### config.mk
export PLATFORM = sky130hd
export DESIGN_NAME = lsu_fault_pipe
export DESIGN_NICKNAME = d
export VERILOG_FILES = /design/src/rtl/lsu_fault_pipe_pkg.sv /design/src/rtl/lsu_fault_capture.sv /design/src/rtl/lsu_fault_dffe.sv /design/src/rtl/lsu_fault_pipe.sv
export SDC_FILE = /design/constraint.sdc
export NUM_CORES = 1
export LEC_CHECK = 0
export BUFFER_PORTS_ARGS = -buffer_cell sky130_fd_sc_hd__buf_2
export CAP_MARGIN = 25
export CORE_MARGIN = 2
export CORE_UTILIZATION = 56
export CTS_CLUSTER_DIAMETER = 60
export CTS_CLUSTER_SIZE = 40
export DETAILED_ROUTE_END_ITERATION = 8
export GPL_TIMING_DRIVEN = 0
export PLACE_DENSITY = 0.82
export SLEW_MARGIN = 30
export SYNTH_ARGS = -nofsm -noshare
export SYNTH_HDL_FRONTEND = slang
export SYNTH_SLANG_ARGS = --single-unit
### constraint.sdc
create_clock -name clk -period 3.94 [get_ports clk]
set_input_delay 0.197 -clock clk [delete_from_list [all_inputs] [get_ports clk]]
set_output_delay 0.197 -clock clk [all_outputs]
set_load 0.005 [all_outputs]
### src/rtl/lsu_fault_pipe_pkg.sv
// Shared LSU fault definitions: RISC-V load/store exception causes, the staged
// fault packet shape and the capture FSM state encoding.
package lsu_fault_pipe_pkg;

    localparam int LSU_ADDR_W = 64;

    localparam logic [3:0] EXC_LD_MISALIGN = 4'd4;
    localparam logic [3:0] EXC_LD_ACCESS   = 4'd5;
    localparam logic [3:0] EXC_ST_MISALIGN = 4'd6;
    localparam logic [3:0] EXC_ST_ACCESS   = 4'd7;

    typedef struct packed {
        logic                  valid;
        logic [3:0]            cause;
        logic [LSU_ADDR_W-1:0] addr;
    } lsu_fault_pkt_t;

    typedef enum logic {
        IDLE = 1'b0,
        HELD = 1'b1
    } cap_state_e;

    // Misaligned outranks access fault when the address check raises both.
    function automatic logic [3:0] fault_cause(input logic store, input logic misaligned);
        if (store) begin
            return misaligned ? EXC_ST_MISALIGN : EXC_ST_ACCESS;
        end
        return misaligned ? EXC_LD_MISALIGN : EXC_LD_ACCESS;
    endfunction

endpackage

### src/rtl/lsu_fault_capture.sv
// First-error capture register (mtval source) with TLU ack handshake, and a
// saturating count of reported faults.
module lsu_fault_capture
    import lsu_fault_pipe_pkg::*;
#(
    parameter int ADDR_W = 64,
    parameter int CNT_W  = 16
) (
    input  logic              i_clk,
    input  logic              i_rst_l,
    input  logic              i_exc_valid,
    input  logic [3:0]        i_exc_cause,
    input  logic [ADDR_W-1:0] i_exc_addr,
    input  logic              i_ack,
    input  logic              i_cnt_clr,
    output logic              o_held_valid,
    output logic [3:0]        o_held_cause,
    output logic [ADDR_W-1:0] o_held_addr,
    output logic [CNT_W-1:0]  o_fault_cnt
);

    localparam logic [CNT_W-1:0] CNT_MAX = '1;
    localparam logic [CNT_W-1:0] CNT_ONE = {{(CNT_W-1){1'b0}}, 1'b1};

    cap_state_e        r_state;
    cap_state_e        w_state_nxt;
    logic              w_load;
    logic [3:0]        r_held_cause;
    logic [ADDR_W-1:0] r_held_addr;
    logic [CNT_W-1:0]  r_cnt;

    always_ff @(posedge i_clk or negedge i_rst_l) begin
        if (!i_rst_l) begin
            r_state <= IDLE;
        end else begin
            r_state <= w_state_nxt;
        end
    end

    // An ack in the same cycle as a new error frees the slot for that error;
    // without an ack the first error stays.
    always_comb begin
        w_state_nxt = r_state;
        w_load      = 1'b0;
        case (r_state)
            IDLE: begin
                if (i_exc_valid) begin
                    w_state_nxt = HELD;
                    w_load      = 1'b1;
                end
            end
            HELD: begin
                if (i_exc_valid && i_ack) begin
                    w_load = 1'b1;
                end else if (!i_exc_valid && i_ack) begin
                    w_state_nxt = IDLE;
                end
            end
            default: w_state_nxt = IDLE;
        endcase
    end

    always_ff @(posedge i_clk or negedge i_rst_l) begin
        if (!i_rst_l) begin
            r_held_cause <= '0;
            r_held_addr  <= '0;
        end else if (w_load) begin
            r_held_cause <= i_exc_cause;
            r_held_addr  <= i_exc_addr;
        end
    end

    always_ff @(posedge i_clk or negedge i_rst_l) begin
        if (!i_rst_l) begin
            r_cnt <= '0;
        end else if (i_cnt_clr) begin
            r_cnt <= i_exc_valid ? CNT_ONE : '0;
        end else if (i_exc_valid && (r_cnt != CNT_MAX)) begin
            r_cnt <= r_cnt + CNT_ONE;
        end
    end

    assign o_held_valid = (r_state == HELD);
    assign o_held_cause = r_held_cause;
    assign o_held_addr  = r_held_addr;
    assign o_fault_cnt  = r_cnt;

endmodule

### src/rtl/lsu_fault_dffe.sv
// Enable flop with asynchronous active-low reset; the standard stage register.
module lsu_fault_dffe #(
    parameter int WIDTH = 1
) (
    input  logic             i_clk,
    input  logic             i_rst_l,
    input  logic             i_en,
    input  logic [WIDTH-1:0] i_din,
    output logic [WIDTH-1:0] o_dout
);

    always_ff @(posedge i_clk or negedge i_rst_l) begin
        if (!i_rst_l) begin
            o_dout <= '0;
        end else if (i_en) begin
            o_dout <= i_din;
        end
    end

endmodule

### src/rtl/lsu_fault_pipe.sv
// Stages DC1 address-check faults through DC2/DC3 with freeze and flush, and
// reports a registered DC3 exception packet plus the first-error capture.
module lsu_fault_pipe
    import lsu_fault_pipe_pkg::*;
#(
    parameter int ADDR_W = 64,
    parameter int CNT_W  = 16
) (
    input  logic              clk,
    input  logic              rst_l,
    input  logic              lsu_freeze_dc3,
    input  logic              flush_dc2,
    input  logic              flush_dc3,
    input  logic              pkt_valid_dc1,
    input  logic              pkt_dma_dc1,
    input  logic              pkt_store_dc1,
    input  logic [ADDR_W-1:0] start_addr_dc1,
    input  logic              access_fault_dc1,
    input  logic              misaligned_fault_dc1,
    output logic              exc_valid_dc3,
    output logic [3:0]        exc_cause_dc3,
    output logic [ADDR_W-1:0] exc_addr_dc3,
    output logic              held_valid,
    output logic [3:0]        held_cause,
    output logic [ADDR_W-1:0] held_addr,
    input  logic              held_ack,
    output logic [CNT_W-1:0]  fault_cnt,
    input  logic              fault_cnt_clr
);

    logic              w_adv;
    logic              w_err_dc1;
    logic [3:0]        w_cause_dc1;
    logic              r_err_dc2;
    logic [3:0]        r_cause_dc2;
    logic [ADDR_W-1:0] r_addr_dc2;
    logic              r_err_dc3;
    logic [3:0]        r_cause_dc3;
    logic [ADDR_W-1:0] r_addr_dc3;

    // DMA traffic is never reported, whatever the address check says.
    assign w_adv       = ~lsu_freeze_dc3;
    assign w_err_dc1   = pkt_valid_dc1 & ~pkt_dma_dc1 & (access_fault_dc1 | misaligned_fault_dc1);
    assign w_cause_dc1 = fault_cause(pkt_store_dc1, misaligned_fault_dc1);

    lsu_fault_dffe #(.WIDTH(1 + 4 + ADDR_W)) u_dc2 (
        .i_clk   (clk),
        .i_rst_l (rst_l),
        .i_en    (w_adv),
        .i_din   ({w_err_dc1, w_cause_dc1, start_addr_dc1}),
        .o_dout  ({r_err_dc2, r_cause_dc2, r_addr_dc2})
    );

    lsu_fault_dffe #(.WIDTH(1 + 4 + ADDR_W)) u_dc3 (
        .i_clk   (clk),
        .i_rst_l (rst_l),
        .i_en    (w_adv),
        .i_din   ({r_err_dc2 & ~flush_dc2, r_cause_dc2, r_addr_dc2}),
        .o_dout  ({r_err_dc3, r_cause_dc3, r_addr_dc3})
    );

    // A frozen DC3 keeps its contents and reports them once the freeze drops.
    assign exc_valid_dc3 = r_err_dc3 & ~flush_dc3 & ~lsu_freeze_dc3;
    assign exc_cause_dc3 = r_cause_dc3;
    assign exc_addr_dc3  = r_addr_dc3;

    lsu_fault_capture #(.ADDR_W(ADDR_W), .CNT_W(CNT_W)) u_capture (
        .i_clk        (clk),
        .i_rst_l      (rst_l),
        .i_exc_valid  (exc_valid_dc3),
        .i_exc_cause  (r_cause_dc3),
        .i_exc_addr   (r_addr_dc3),
        .i_ack        (held_ack),
        .i_cnt_clr    (fault_cnt_clr),
        .o_held_valid (held_valid),
        .o_held_cause (held_cause),
        .o_held_addr  (held_addr),
        .o_fault_cnt  (fault_cnt)
    );

endmodule

* Word-level counts from Yosys, hierarchy flattened
Cells that the tools add are included.
** Word-level totals
- Output and inout port bits :: 154
- Logic and storage cells :: 38
- Register bits :: 223
** Operators by class
- Bitwise gates (word level) :: 11
- Reductions and logical operators :: 5
- Add/sub/neg operators :: 1
- Equality and inequality tests :: 1
- Multiplexer cells :: 14
** Operators by type and width (number)
- 2-to-1 mux 16 bit :: 2
- adder 16 x 1 -> 16 bit (second input constant) :: 1
- inequality test 16 bit (second input constant) :: 1
- 2-to-1 mux 1 bit :: 8
- 2-to-1 mux 4 bit :: 2
- bitwise AND 1 bit :: 5
- inverter 1 bit :: 5
- case mux 1 bit (2 select lines) :: 2
- logical AND 1 bit :: 3
- nonzero test 2 bit :: 1
- zero test 1 bit :: 1
- OR 1 bit :: 1

* Longest topological paths before layout
- Depth after elaboration :: 8
- Gate-level depth with buffers :: 8
- Depth with buffers taken out :: 6

* Modules after synthesis
From an unflattened synthesis, not the netlist that was laid out.
** Second synthesis, totals
- Cell total of the unflattened synthesis :: 541
- Area, all modules :: 8704.6 sq um
** By module, submodules not included
- lsu_fault_dffe :: cells each 146, area each 2603.7 sq um, seq. area each 1726.7 sq um, instances 2
- lsu_fault_capture :: cells each 241, area each 3452.1 sq um, seq. area each 2127.0 sq um, instances 1
- lsu_fault_pipe :: cells each 8, area each 45.0 sq um, seq. area each 0.0 sq um, instances 1

* Worst setup path before layout
OpenSTA, ideal clock, no wires.
- Kind :: register to register
- Start :: register u_capture.r_cnt[13] (netlist: u_capture.o_fault_cnt[13])
- End :: register u_capture.r_cnt[13] (netlist: u_capture.o_fault_cnt[13])
- Period minus slack after synthesis :: 1.720 ns
- Cell stages (with the launch flop) :: 6
- Path slack :: 2.220 ns
- Arrival time :: 1.596 ns
- Path through :: dfrtp_1 > and4_1 > clkbuf_1 > and2_1 > nor4b_1 > mux2_2
** Between the ends
- Word-level cells in the longest chain between the ends :: 3
- Elaborated cells on any way between the ends :: 6
** Ends and longest elaborated chain
- start: declaration :: line lsu_fault_capture.sv:30 : logic [CNT_W-1:0] r_cnt;
- start signal: assignment :: line lsu_fault_capture.sv:77 : r_cnt <= i_exc_valid ? CNT_ONE : '0;
- start signal: assignment :: line lsu_fault_capture.sv:79 : r_cnt <= r_cnt + CNT_ONE;
- adder 16 x 1 -> 16 bit / inequality test 16 bit (equally long branches) :: line lsu_fault_capture.sv:79, lsu_fault_capture.sv:78
- 2-to-1 mux 16 bit / logical AND 1 bit (equally long branches) :: line lsu_fault_capture.sv:78 : end else if (i_exc_valid && (r_cnt != CNT_MAX)) begin
- 2-to-1 mux 16 bit / nonzero test 2 bit (equally long branches)
Several ways; a longest one is shown, not always the timed one. The select of a mux whose other input is x is not followed.
A chain may end at the register's enable or synchronous reset.

* Final worst setup path
- Start :: register u_dc3.o_dout[68]
- End :: register u_capture.r_held_addr[12] (netlist: u_capture.o_held_addr[12])
** Between the ends
- Word-level cells in the longest chain between the ends :: 5
- Elaborated cells on any way between the ends :: 6
** Ends and longest elaborated chain
- start: declaration :: line lsu_fault_dffe.sv:9 : output logic [WIDTH-1:0] o_dout
- start signal: assignment :: line lsu_fault_dffe.sv:16 : o_dout <= i_din;
- bitwise AND 1 bit * (2 in a row) :: line lsu_fault_pipe.sv:63 : assign exc_valid_dc3 = r_err_dc3 & ~flush_dc3 & ~lsu_freeze_dc3;
- logical AND 1 bit :: line lsu_fault_capture.sv:53 : if (i_exc_valid && i_ack) begin
- 2-to-1 mux 1 bit :: line lsu_fault_capture.sv:53
- case mux 1 bit (2 select lines) * :: line lsu_fault_capture.sv:45 : case (r_state)
- end signal: assignment :: line lsu_fault_capture.sv:69 : r_held_addr <= i_exc_addr;
- end: declaration :: line lsu_fault_capture.sv:29 : logic [ADDR_W-1:0] r_held_addr;
Every way passes the cells marked *; elsewhere a longest branch is shown, timed or not.

==> impl_metrics.toml <==
[outcome]
status = "finished clean"

[placed_design]
dpl.cell_count = 968
io_buffers = 226
hpwl_microns = 13300
pre_cts_slack_ns = 1.89
globalplace.congestion = 0.857

[global_routing]
use_met2_pct = 42.5
grt_pass1_wl_microns = 31200
gr-usage-all-layers_pct = 24.2
antenna_found_initial = 0
grt_max_degree = 82
top_usage_layer = "met2"
grt-ovfl-total = 0
met3_usage_pct = 4.69
grt_pass1_vias = 6094
met1_usage_pct = 30.4

[yosys]
synth_area_leader_cell = "dfrtp_1"
yosys-top-cells-count = "dfrtp_1 (220), mux2_2 (206), clkbuf_1 (18)"
synth-compound-area-share_pct = 1.78
synth_enable_flop_cells = 0
synth_xor_area_share_pct = 0
synth_top_area_share_pct = 64.6
yosysWarnings = 0
syn_area_sq_mm = 0.00852
synth_most_common_cell = "dfrtp_1"
synth_cell_types = 35
synthTopCellsByArea = "dfrtp_1 (65%), mux2_2 (27%), clkbuf_1 (0.79%)"
ys.flop_type = "dfrtp_1"
synth_top_family_by_area = "multiplexers"
synth_fa_ha_area_share_pct = 0.147
async_flop_share_pct = 100
synth_cells = 551
ys_seq_area_share_pct = 64.6
synth-simple-area-share_pct = 4.07
synth_mux_area_share_pct = 27.5
syn_avg_cell_area_sq_um = 15.5
synth-seq-cells = 220

[drt]
wirelength_microns = 19900
wire_per_inst_microns = 18.7
vias = 5720
first_iter_violations = 261
drc = 0
viasPerCell = 5.39
first_pass_iters = 4
detail-route-antenna-nets = 0

[cells_and_area]
nFillCells = 941
final_layout_size_suffix_gt1_share_pct = 54.3
syn2layout_area_growth_pct = 30.5
final_util_pct = 73.9
final_net_count = 943
final_cells = 1062

[floorplanning]
io_pins = 230
num_rows = 45
dieHeight_microns = 127
die_x_microns = 127
start_util_pct = 56.6
core_sq_mm = 0.0150
die_area_sq_mm = 0.0162

[critical_path]
critPathArrivalTime_ns = 2.36
cp-end-kind = "flop"
critPathKind = "flop to flop"
cp-start-kind = "flop"
cp_max_fo = 10
cp-startpoint = "u_dc3.o_dout[68]"
crit_required_ns = 4.30
reg2reg_from = "u_dc3.o_dout[68]"

[cts]
clkSinkCount = 220
postCtsSetupBuffers = 0
cts_max_level = 1
cts.root.buffer_cell = "clkbuf_16"
cts_buffers = 14
clockBufferDepth = 3
path_clk_slew_ns = 0.09
cts_tree = "done"
clkLatencyLatePin_ns = 0.47

[pwr]
power.density_mw_per_mm2 = 495
power_w = 0.00550
p_leak_nw = 5.31
ir_drop_uv = 422

[sta]
hold_violations = 0
slew_headroom_pct = 54.1
min_period_ns = 2.00
finalClockSkew_ns = 0.0197
setup_viol = 0
worst_slack_ns = 1.94
fmax_mhz = 499
slew_violations = 0
fin_crit_sh_pct = 50.8
worstMarginPinSlew_ns = 0.688
rsz0062_at_grt = "no"

[min_path]
worstHoldStart = "held_ack"
hold_path_class = "input port to flop"

[flow_run]
cap_viol_max_count = 0
## what timing repair did
item	CTS	global route
resized for setup	0	0
hold buffers	70	0
endpoints found under the hold margin	147	0
## cells by family after synthesis
family / count (synthesis)
compound gates: 24
fa+ha+maj: 1
buf+inv: 36
flops: 220
mux: 208
other cells: 1
simple gates: 61
## critical path: stages (launching register included)
cell	delay [ns]
dfrtp_1	0.41
nand2_1	0.14
inv_2	0.08
nand2_1	0.18
buf_2	0.35
buf_2	0.36
mux2_2	0.38
## area by class of cell
cell class	count	area (sq um)	area share, %
antenna	1	2.50	0.0225
inverter	5	18.8	0.169
tap	188	235	2.12
clock inverter	8	81.3	0.732
buffer	31	138	1.24
multi-input combinational	296	2860	25.7
sequential	220	5510	49.5
timing repair buffer	298	1900	17.1
clock buffer	15	375	3.38
## worst paths after layout
check | endpoint | slack, ns | depth (start not counted)
setup / recovery | u_capture.o_held_addr[12] | 1.94 | 6
hold / removal | u_capture.o_held_valid | 0.04 | 3
setup reg to reg | u_capture.o_held_addr[12] | 1.94 | 6
hold reg to reg | u_dc2.o_dout[64] | 0.50 | 2
max in group asynchronous | u_capture.o_held_addr[48] | 2.81 | 3
min in group asynchronous | u_capture.o_fault_cnt[14] | 0.32 | 2
## per-layer routing
metal | share of wire, % | vias up
met3 | 6.0 | 46
met2 | 51 | 203
met5 | 0 | -
li1 | - | 2579
met4 | 3.0 | 0
met1 | 40 | 2892
## sequential cells by signal, summed over array words and instances, names as in the netlist
signal	count
u_capture.o_held_cause	3
u_dc2.o_dout	68
u_capture.o_held_addr	64
u_capture.o_fault_cnt	16
u_capture.o_held_valid	1
u_dc3.o_dout	68
## stage by stage
stage | area, sq um | hold slack (ns) | setup TNS [ns]
after floorplan | 8520 | -0.0986 | 0
after global placement | 9890 | 0.393 | -151.65
after detailed placement | 9950 | 0.229 | 0
after CTS | 11100 | 0.0218 | 0
after global routing | 11100 | 0.0732 | 0
final | 11100 | 0.0357 | 0
## cell usage in the layout (no fill, tap or decap), types with 4 or more instances in the layout
master,count
clkbuf_16,15
nor2b_1,7
o21ai_0,4
a21oi_1,9
buf_2,235
dfrtp_1,220
a211oi_1,4
nand2_1,13
and4_1,4
dlygate4sd3_1,70
inv_1,4
mux2_2,206
nor2_1,11
clkbuf_1,18
nand2b_1,5
## where the power goes
part / internal, W / switching [W] / total (W)
logic: 0.000631 / 0.000424 / 0.00106
registers: 0.00267 / 0.000243 / 0.00292
clock network: 0.000731 / 0.000794 / 0.00152
Note: power is estimated with default switching activity, not from simulation.
